**src/rtl/matmul_engine_if.sv**
```systemverilog
// Memory-master bus of the matrix-multiply engine: one request channel shared by
// operand reads and result writes, with a one-cycle read-data return.
interface matmul_engine_if #(
  parameter int unsigned DATA_W = 8,
  parameter int unsigned ACC_W  = 24,
  parameter int unsigned ADDR_W = 16
);
  logic [ADDR_W-1:0] mem_addr;
  logic              mem_rd_en;
  logic              mem_wr_en;
  logic [ACC_W-1:0]  mem_wdata;
  logic              mem_ready;
  logic [DATA_W-1:0] mem_rdata;

  modport master (
    output mem_addr, mem_rd_en, mem_wr_en, mem_wdata,
    input  mem_ready, mem_rdata
  );

  modport slave (
    input  mem_addr, mem_rd_en, mem_wr_en, mem_wdata,
    output mem_ready, mem_rdata
  );
endinterface

```
**src/rtl/matmul_engine.sv**
```systemverilog
// Matrix-multiply coprocessor: C = A x B with runtime X/Y/Z, operands fetched from
// and results written to data memory through a ready-qualified request bus.
module matmul_engine #(
  parameter int unsigned DATA_W = 8,
  parameter int unsigned ACC_W  = 24,
  parameter int unsigned ADDR_W = 16,
  parameter int unsigned DIM_W  = 8
)(
  input  logic              clk,
  input  logic              rst,
  input  logic              start,
  input  logic [DIM_W-1:0]  dim_x,
  input  logic [DIM_W-1:0]  dim_y,
  input  logic [DIM_W-1:0]  dim_z,
  input  logic [ADDR_W-1:0] a_base,
  input  logic [ADDR_W-1:0] b_base,
  input  logic [ADDR_W-1:0] c_base,
  output logic              busy,
  output logic              done,
  output logic              err,
  matmul_engine_if.master   mem
);

  typedef enum logic [2:0] {
    S_IDLE, S_RD_A, S_RD_B, S_MAC, S_WRITE, S_DONE
  } state_t;

  state_t             r_state;
  logic [DIM_W-1:0]   r_dim_x, r_dim_y, r_dim_z;
  logic [DIM_W-1:0]   r_i, r_j, r_k;
  logic [ADDR_W-1:0]  r_b_base;
  logic [ADDR_W-1:0]  r_a_row, r_a_ptr;
  logic [ADDR_W-1:0]  r_b_col, r_b_ptr;
  logic [ADDR_W-1:0]  r_c_ptr;
  logic [DATA_W-1:0]  r_a_reg;
  logic               r_b_first;
  logic [ACC_W-1:0]   r_acc;
  logic               r_err;

  logic [2*DATA_W-1:0] w_prod;
  logic [ADDR_W-1:0]   w_next_a_row;
  logic                w_j_last, w_k_last, w_i_last, w_zero_dim;

  assign w_prod       = {{DATA_W{1'b0}}, r_a_reg} * {{DATA_W{1'b0}}, mem.mem_rdata};
  assign w_next_a_row = r_a_row + ADDR_W'(r_dim_y);
  assign w_j_last     = (r_j == r_dim_y - DIM_W'(1));
  assign w_k_last     = (r_k == r_dim_z - DIM_W'(1));
  assign w_i_last     = (r_i == r_dim_x - DIM_W'(1));
  assign w_zero_dim   = (dim_x == '0) || (dim_y == '0) || (dim_z == '0);

  // Row pointer steps by Y per C row, column pointer by 1 per C column; the read
  // pointers then walk along A's row (+1) and down B's column (+Z) without multipliers.
  always_ff @(posedge clk or negedge rst) begin
    if (!rst) begin
      r_state   <= S_IDLE;
      r_dim_x   <= '0;
      r_dim_y   <= '0;
      r_dim_z   <= '0;
      r_i       <= '0;
      r_j       <= '0;
      r_k       <= '0;
      r_b_base  <= '0;
      r_a_row   <= '0;
      r_a_ptr   <= '0;
      r_b_col   <= '0;
      r_b_ptr   <= '0;
      r_c_ptr   <= '0;
      r_a_reg   <= '0;
      r_b_first <= 1'b0;
      r_acc     <= '0;
      r_err     <= 1'b0;
    end else begin
      case (r_state)
        S_IDLE: begin
          if (start) begin
            r_dim_x  <= dim_x;
            r_dim_y  <= dim_y;
            r_dim_z  <= dim_z;
            r_i      <= '0;
            r_j      <= '0;
            r_k      <= '0;
            r_b_base <= b_base;
            r_a_row  <= a_base;
            r_a_ptr  <= a_base;
            r_b_col  <= b_base;
            r_b_ptr  <= b_base;
            r_c_ptr  <= c_base;
            r_acc    <= '0;
            r_err    <= w_zero_dim;
            r_state  <= w_zero_dim ? S_DONE : S_RD_A;
          end
        end
        S_RD_A: begin
          if (mem.mem_ready) begin
            r_b_first <= 1'b1;
            r_state   <= S_RD_B;
          end
        end
        S_RD_B: begin
          // A's data returns only in the first RD_B cycle; later stall cycles must not overwrite it.
          if (r_b_first) begin
            r_a_reg   <= mem.mem_rdata;
            r_b_first <= 1'b0;
          end
          if (mem.mem_ready) r_state <= S_MAC;
        end
        S_MAC: begin
          r_acc <= r_acc + ACC_W'(w_prod);
          if (w_j_last) begin
            r_state <= S_WRITE;
          end else begin
            r_j     <= r_j + DIM_W'(1);
            r_a_ptr <= r_a_ptr + ADDR_W'(1);
            r_b_ptr <= r_b_ptr + ADDR_W'(r_dim_z);
            r_state <= S_RD_A;
          end
        end
        S_WRITE: begin
          if (mem.mem_ready) begin
            r_acc   <= '0;
            r_j     <= '0;
            r_c_ptr <= r_c_ptr + ADDR_W'(1);
            if (w_k_last) begin
              r_k     <= '0;
              r_b_col <= r_b_base;
              r_b_ptr <= r_b_base;
              r_a_row <= w_next_a_row;
              r_a_ptr <= w_next_a_row;
              if (w_i_last) begin
                r_state <= S_DONE;
              end else begin
                r_i     <= r_i + DIM_W'(1);
                r_state <= S_RD_A;
              end
            end else begin
              r_k     <= r_k + DIM_W'(1);
              r_b_col <= r_b_col + ADDR_W'(1);
              r_b_ptr <= r_b_col + ADDR_W'(1);
              r_a_ptr <= r_a_row;
              r_state <= S_RD_A;
            end
          end
        end
        S_DONE:  r_state <= S_IDLE;
        default: r_state <= S_IDLE;
      endcase
    end
  end

  always_comb begin
    mem.mem_rd_en = 1'b0;
    mem.mem_wr_en = 1'b0;
    mem.mem_addr  = '0;
    mem.mem_wdata = '0;
    case (r_state)
      S_RD_A: begin
        mem.mem_rd_en = 1'b1;
        mem.mem_addr  = r_a_ptr;
      end
      S_RD_B: begin
        mem.mem_rd_en = 1'b1;
        mem.mem_addr  = r_b_ptr;
      end
      S_WRITE: begin
        mem.mem_wr_en = 1'b1;
        mem.mem_addr  = r_c_ptr;
        mem.mem_wdata = r_acc;
      end
      default: ;
    endcase
  end

  assign busy = (r_state != S_IDLE);
  assign done = (r_state == S_DONE);
  assign err  = r_err;

endmodule

```
**src/flat_wrapper.sv**
```systemverilog
// flat-port wrapper written by rule: the top's interface ports become plain ports
module matmul_engine_flat 
#(
  parameter int unsigned DATA_W = 8,
  parameter int unsigned ACC_W  = 24,
  parameter int unsigned ADDR_W = 16,
  parameter int unsigned DIM_W  = 8
)
  (clk, rst, start, dim_x, dim_y, dim_z, a_base, b_base, c_base, busy, done, err, mem_mem_addr, mem_mem_rd_en, mem_mem_wr_en, mem_mem_wdata, mem_mem_ready, mem_mem_rdata);
  matmul_engine_if #(.DATA_W(DATA_W), .ACC_W(ACC_W), .ADDR_W(ADDR_W)) mem_i ();
  input  logic clk;
  input  logic rst;
  input  logic start;
  input  logic [DIM_W-1:0] dim_x;
  input  logic [DIM_W-1:0] dim_y;
  input  logic [DIM_W-1:0] dim_z;
  input  logic [ADDR_W-1:0] a_base;
  input  logic [ADDR_W-1:0] b_base;
  input  logic [ADDR_W-1:0] c_base;
  output logic busy;
  output logic done;
  output logic err;
  output wire logic [$bits(mem_i.mem_addr)-1:0] mem_mem_addr;
  output wire logic [$bits(mem_i.mem_rd_en)-1:0] mem_mem_rd_en;
  output wire logic [$bits(mem_i.mem_wr_en)-1:0] mem_mem_wr_en;
  output wire logic [$bits(mem_i.mem_wdata)-1:0] mem_mem_wdata;
  input wire logic [$bits(mem_i.mem_ready)-1:0] mem_mem_ready;
  input wire logic [$bits(mem_i.mem_rdata)-1:0] mem_mem_rdata;
  assign mem_mem_addr = mem_i.mem_addr;
  assign mem_mem_rd_en = mem_i.mem_rd_en;
  assign mem_mem_wr_en = mem_i.mem_wr_en;
  assign mem_mem_wdata = mem_i.mem_wdata;
  assign mem_i.mem_ready = mem_mem_ready;
  assign mem_i.mem_rdata = mem_mem_rdata;
  matmul_engine #(.DATA_W(DATA_W), .ACC_W(ACC_W), .ADDR_W(ADDR_W), .DIM_W(DIM_W)) u_core (.clk(clk), .rst(rst), .start(start), .dim_x(dim_x), .dim_y(dim_y), .dim_z(dim_z), .a_base(a_base), .b_base(b_base), .c_base(c_base), .busy(busy), .done(done), .err(err), .mem(mem_i));
endmodule
```
**config.mk**
```make
export PLATFORM = sky130hd
export DESIGN_NAME = matmul_engine_flat
export DESIGN_NICKNAME = d
export VERILOG_FILES = /design/src/rtl/matmul_engine_if.sv /design/src/rtl/matmul_engine.sv /design/src/flat_wrapper.sv
export SDC_FILE = /design/constraint.sdc
export NUM_CORES = 1
export LEC_CHECK = 0
export ABC_AREA = 1
export ABC_CLOCK_PERIOD_IN_PS = 5380
export CORE_MARGIN = 3
export CORE_UTILIZATION = 60
export DETAILED_ROUTE_END_ITERATION = 8
export PLACE_DENSITY = 0.79
export SLEW_MARGIN = 20
export SYNTH_ARGS = -nofsm -noshare
export SYNTH_HDL_FRONTEND = slang
export SYNTH_SLANG_ARGS = --single-unit
```
**constraint.sdc**
```tcl
create_clock -name clk -period 5.38 [get_ports clk]
set_input_delay 1.076 -clock clk [delete_from_list [all_inputs] [get_ports clk]]
set_output_delay 1.076 -clock clk [all_outputs]
set_load 0.005 [all_outputs]
```
==> reports/qor.yml, run 1 <==
routing:
  route.detailed.drc: 0
  detail_route.wl_per_cell_um: 16.4
  antenna_violating_nets_post_route: 0
  detail_route.vias_per_cell: 5.62
  total_vias_in_the_final_route: 14700
  detailed_route_wl_um: 42900
  firstDrtPassIters: 5
  drtIter0Drc: 1178
clocking:
  clock_pin_slew_on_the_worst_setup_and_hold_paths_ns: 0.08
  insertion_delay_ns: 0.44
  postCtsHoldBufs: 0
  htree_num_levels: 4
  clockRootBuffer: "clkbuf_16"
  cts_tree: "done"
  clk_path_buf_depth: 2
  cts_post_setup_buffers_inserted: 0
  cts_num_sinks: 181
  cts_buffers: 17
logic_synthesis:
  synthMostInstantiatedCell: "nand2_1"
  ys_warn_count: 0
  synthesized_netlist_net_count: 2378
  synth_cell_type_count: 54
  synth-edff-count: 0
  synth.ff_latch_count: 181
  post_synth_top_area_share: 0.304
  synth_area_sq_mm: 0.0149
  synth_top_flop_cell: "dfrtp_1"
  synth_top_cells_by_area: "dfrtp_1, nand2_1, inv_1, fa_1, ha_1"
  netlist.top_cell.by_area: "dfrtp_1"
  syn_area_per_cell_sq_um: 6.85
  synthCells: 2176
  yosysSeqAreaShare: 0.304
  yosys-top-cells-count: "nand2_1, inv_1, nor2_1, dfrtp_1, nand3_1"
  share_of_synthesized_registers_carrying_an_async_set_or_reset: 1.00
die:
  initial_utilization: 0.611
  core_sq_mm: 0.0244
  floorplan.rows: 57
  fp.dieH_um: 164
  io_pins: 129
  dieWidth_um: 164
  floorplan.die_area_sq_mm: 0.0268
timing:
  max_freq_mhz: 193
  final_hold_violation_count: 0
  period_minus_slack_ns: 5.18
  rsz0062_at_grt: "no"
  worst_slack_ns: 0.201
  tightestPinTransition_ns: 0.881
  setup_viol_count_final: 0
  worst_clock_skew_ns: 0.0135
  post-route-period-util: 0.963
  slew_violations: 0
  worst_slew_margin_rel: 0.413
worst_setup_path:
  criticalPathCategory: "in2reg"
  critPathLaunchType: "primary input"
  critical_path_peak_fanout: 5
  endpoint_kind: "flop"
  required_arrival_time_at_the_worst_endpoint_ns: 5.71
  worstPathArrival_ns: 5.51
cells_and_area:
  nFillCells: 2141
  nets: 2489
  largest-register: "u_core.r_acc"
  antennaDiodeCount: 0
  largest_register_ffs: 24
  layout_cells_sized_above_1: 0.0539
  fin_cells: 2623
  area_growth_syn_to_layout_pct: 15.1
global_route:
  grt.total_usage: 0.324
  maximum_number_of_pins_on_one_net_before_global_route_repair: 102
  gr-total-overflow: 0
  first_global_vias: 14200
  antenna_found_initial: 0
  grt_first_pass_wirelength_um: 69300
power:
  powerDensity_mw_per_mm2: 780
  power.leakage_uw: 0.00885
  worst_ir_drop_vdd_mv: 0.808
worst_hold_path:
  hold_class: "reg2reg"
placed_design:
  detailedPlace.worstSlack_ns: -0.287
  place.detailed.instances: 2592
  detailed_place_hpwl_um: 32300
  number_of_i_o_port_buffers: 128
  gp_routability_congestion: 0.959
outcome:
  run_status: "complete, no violations"
run:
  max_cap_viol_count: 0
timing repair:
item | 4_1_cts | 5_1_grt
hold endpoints to repair | 0 | 0
resized for setup | 0 | 6
endpoints found under the setup margin | 0 | 9
report_power, final:
| part | internal [uW] | total, uW | switching [uW] |
|---|---|---|---|
| sequential | 1900 | 2540 | 645 |
| clock | 617 | 1240 | 625 |
| combinational | 4100 | 9600 | 5500 |
| total | 6620 | 13400 | 6770 |
routing by layer:
layer  global-route usage  wire (um)
met5                    0          0
met4                0.145       1640
met3               0.0495       2430
met2                0.551      21000
met1                0.408      17900
cell usage in the layout (no fill, tap or decap), drive strengths merged, types with 8 or more instances in the layout:
| cell type | instances |
|---|---|
| ha | 66 |
| o21ai | 109 |
| nand4 | 20 |
| xnor2 | 22 |
| xor2 | 37 |
| inv | 347 |
| nand2 | 673 |
| fa | 52 |
| mux2 | 8 |
| nor4 | 9 |
| clkbuf | 19 |
| nand3 | 154 |
| a22oi | 22 |
| o221ai | 9 |
| or2 | 10 |
| buf | 43 |
| a21oi | 101 |
| dfrtp | 181 |
| nor3 | 30 |
| clkdlybuf4s50 | 125 |
| nor2 | 193 |
worst max-delay path, cell delays in order:
cell	delay (ns)
clkdlybuf4s50_1	0.57
nand2_1	0.11
fa_1	0.50
fa_1	0.57
inv_1	0.06
fa_1	0.55
inv_1	0.06
fa_1	0.54
inv_1	0.05
ha_1	0.33
inv_1	0.07
nor3_1	0.23
nand2_1	0.08
nand2_1	0.09
a21boi_0	0.08
buf_4	0.15
o21bai_2	0.17
nand3_1	0.10
nand2_1	0.08
nor2_1	0.05
per-stage QoR:
stage / total power (uW) / utilization / instance area (sq um) / TNS (ns) / hold WS, ns
after detailed placement: 11900 / 0.680 / 16600 / -2.58 / 0.467
after global routing: 14700 / 0.704 / 17200 / 0 / 0.529
after CTS: 13300 / 0.703 / 17100 / 0 / 0.487
after global placement: 11600 / 0.680 / 16600 / -1.41 / 0.457
after floorplan: 8640 / - / 14900 / 0 / 0.443
final: 13400 / 0.704 / 17200 / 0 / 0.483
logic make-up after synthesis:
kind of cell             after synthesis  share of synthesized area
AO/OA/AOI/OAI                        292                      0.115
multiplexers                           8                    0.00604
flip-flops                           181                      0.304
AND/OR/NAND/NOR                     1097                      0.305
XOR/XNOR                              59                     0.0347
adder cells (fa/ha/maj)              118                      0.125
buffers and inverters                421                      0.110
final cells by class:
cell class | count | area [sq um] | share of cell area
inverters | 342 | 1290 | 0.0749
clock buffers | 18 | 429 | 0.0250
repair buffers | 171 | 1610 | 0.0940
flip-flops and latches | 181 | 4530 | 0.264
well taps | 324 | 405 | 0.0236
clock inverters | 13 | 143 | 0.00831
multi-input cells | 1574 | 8760 | 0.510
path summary, 6_finish.rpt:
kind | start | to | slack (ns) | cells past startpoint
hold / removal | u_core.err$_DFFE_PN0P_ | u_core.err$_DFFE_PN0P_ | 0.48 | 2
setup reg to reg | u_core.r_a_reg[0]$_DFFE_PN0P_ | u_core.r_acc[18]$_DFFE_PN0P_ | 0.80 | 19
min in group asynchronous | rst | u_core.r_acc[16]$_DFFE_PN0P_ | 0.75 | 1
max in group asynchronous | rst | u_core.r_a_ptr[11]$_DFFE_PN0P_ | 3.45 | 2
setup / recovery | mem_mem_rdata[6] | u_core.r_acc[18]$_DFFE_PN0P_ | 0.20 | 20
hold reg to reg | u_core.err$_DFFE_PN0P_ | u_core.err$_DFFE_PN0P_ | 0.48 | 2
(Power assumes the default switching activity.)
==> inputs of run 2 (changes only) <==
--- a/config.mk
+++ b/config.mk
@@ -7,8 +7,11 @@
 export LEC_CHECK = 0
 export ABC_AREA = 1
 export ABC_CLOCK_PERIOD_IN_PS = 5380
+export CELL_PAD_IN_SITES_DETAIL_PLACEMENT = 1
+export CELL_PAD_IN_SITES_GLOBAL_PLACEMENT = 1
 export CORE_MARGIN = 3
-export CORE_UTILIZATION = 60
+export CORE_UTILIZATION = 43
+export CTS_CLUSTER_DIAMETER = 120
 export DETAILED_ROUTE_END_ITERATION = 8
 export PLACE_DENSITY = 0.79
 export SLEW_MARGIN = 20
==> run 2 against run 1 <==
  * First-iteration DRC count shrank 34%
  * Maximum frequency grew 0.14%
  * Final cell count grew 4.6%
  * Worst setup slack gained 0.0072 ns
  * Die area grew 38%
==> reports/qor.yml, run 2 (synthesized netlist as in run 1, its figures left out) <==
outcome:
  run_status: "complete, no violations"
cells_and_area:
  area_growth_syn_to_layout_pct: 16.3
  layout.cells.most_common_list: "nand2_1, inv_1, nor2_1"
  finish.utilization: 0.512
  largest-register: "u_core.r_acc"
  antennaDiodeCount: 0
  final_common_cell: "nand2_1"
  nets: 2485
  layout_cells_sized_above_1: 0.0531
  largest_register_ffs: 24
worst_setup_path:
  required_arrival_time_at_the_worst_endpoint_ns: 5.72
  worstRegToRegCells: 19
  critPathLaunchType: "primary input"
  critical_path_peak_fanout: 3
  worstPathArrival_ns: 5.51
  criticalPathCategory: "in2reg"
  endpoint_kind: "flop"
timing:
  worst_slew_margin_rel: 0.328
  max_freq_mhz: 193
  setup_viol_count_final: 0
  slew_violations: 0
  post-route-period-util: 0.961
  tightestPinTransition_ns: 1.01
  rsz0062_at_grt: "no"
  worst_clock_skew_ns: 0.0119
  period_minus_slack_ns: 5.17
  worst_slack_on_hold_paths_ns: 0.494
  worst_slack_ns: 0.208
  final_hold_violation_count: 0
global_route:
  gr-total-overflow: 0
  grt.total_usage: 0.281
  grt_first_pass_wirelength_um: 82200
  maximum_number_of_pins_on_one_net_before_global_route_repair: 111
  antenna_found_initial: 1
  first_global_vias: 15800
clocking:
  cts_num_sinks: 181
  postCtsHoldBufs: 0
  cts_post_setup_buffers_inserted: 0
  clockRootBuffer: "clkbuf_16"
  htree_num_levels: 4
  clock_pin_slew_on_the_worst_setup_and_hold_paths_ns: 0.08
  postCtsResizedCells: 0
  insertion_delay_ns: 0.46
  cts_buffers: 17
  cts_tree: "done"
  clk_path_buf_depth: 2
routing:
  detail_route.wl_per_cell_um: 18.5
  route.detailed.drc: 0
  firstDrtPassIters: 5
  detail_route.vias_per_cell: 5.42
  total_vias_in_the_final_route: 14900
  detailed_route_wl_um: 50900
  antenna_violating_nets_post_route: 0
  drtIter0Drc: 783
die:
  initial_utilization: 0.440
  fp.dieH_um: 192
  io_pins: 129
  floorplan.rows: 67
  dieWidth_um: 192
  core_sq_mm: 0.0339
  floorplan.die_area_sq_mm: 0.0369
worst_hold_path:
  hold_class: "reg2reg"
  holdPathStages: 2
run:
  max_cap_viol_count: 0
power:
  power.leakage_uw: 0.00888
  post-layout-total-power_uw: 13700
  worst_ir_drop_vdd_mv: 0.625
  powerDensity_mw_per_mm2: 792
placed_design:
  detailedPlace.worstSlack_ns: -0.340
  detailed_place_hpwl_um: 38400
  number_of_i_o_port_buffers: 128
  gp_routability_congestion: 0.903
==> run 2: stage by stage <==
step           std cells  cell area (sq um)  TNS [ns]
2_1_floorplan       2176              14900         0
3_3_place_gp        2712              16700     -1.63
3_5_place_dp        2712              16700     -3.26
4_1_cts             2744              17300         0
5_1_grt             2744              17300         0
6_report            2744              17300         0
==> run 2: critical path, stage by stage <==
cell,delay [ns]
clkdlybuf4s50_1,0.51
buf_4,0.14
nand2_1,0.05
inv_1,0.08
fa_1,0.44
fa_1,0.49
fa_1,0.55
inv_1,0.06
fa_1,0.54
inv_1,0.05
ha_1,0.34
buf_4,0.14
nand2_1,0.07
o21a_1,0.18
nand2_1,0.09
buf_4,0.13
nand3_1,0.12
nand2_1,0.13
nand2_1,0.09
o21ai_1,0.18
a21oi_1,0.06
==> run 2: final timing paths <==
path	start	end	slack, ns
max	mem_mem_rdata[5]	u_core.r_acc[21]$_DFFE_PN0P_	0.21
min	u_core.err$_DFFE_PN0P_	u_core.err$_DFFE_PN0P_	0.49
max reg2reg	u_core.r_a_reg[5]$_DFFE_PN0P_	u_core.r_acc[21]$_DFFE_PN0P_	0.65
min reg2reg	u_core.err$_DFFE_PN0P_	u_core.err$_DFFE_PN0P_	0.49
max in group asynchronous	rst	u_core.r_a_reg[5]$_DFFE_PN0P_	3.68
min in group asynchronous	rst	u_core.r_j[5]$_DFFE_PN0P_	0.73
==> run 2: report_power, final <==
part / total, uW / leakage [uW] / switching, uW / internal (uW)
sequential: 2550 / 0.00221 / 653 / 1900
combinational: 9900 / 0.00639 / 5820 / 4080
clock: 1280 / 0.000273 / 600 / 678
==> run 2: layer usage <==
layer	up-vias	GRT usage	share of wire
met1	7411	0.352	0.43
met2	259	0.500	0.51
li1	7095	-	-
met3	101	0.0329	0.025
met4	2	0.0975	0.029
met5	-	0	0.00031
==> run 2: layout make-up <==
cell class	count	area [sq um]
repair buffers	167	1620
inverters	342	1290
clock inverters	10	93.8
flip-flops and latches	181	4530
well taps	448	561
multi-input cells	1574	8780
clock buffers	22	474
fillers	4447	16500
==> inputs of run 3 (changes only) <==
--- a/config.mk
+++ b/config.mk
@@ -14,7 +14,6 @@
 export CTS_CLUSTER_DIAMETER = 120
 export DETAILED_ROUTE_END_ITERATION = 8
 export PLACE_DENSITY = 0.79
-export SLEW_MARGIN = 20
 export SYNTH_ARGS = -nofsm -noshare
 export SYNTH_HDL_FRONTEND = slang
 export SYNTH_SLANG_ARGS = --single-unit
==> results of run 3 <==
No change in the layout: final DEF, timing and power equal those of run 2.
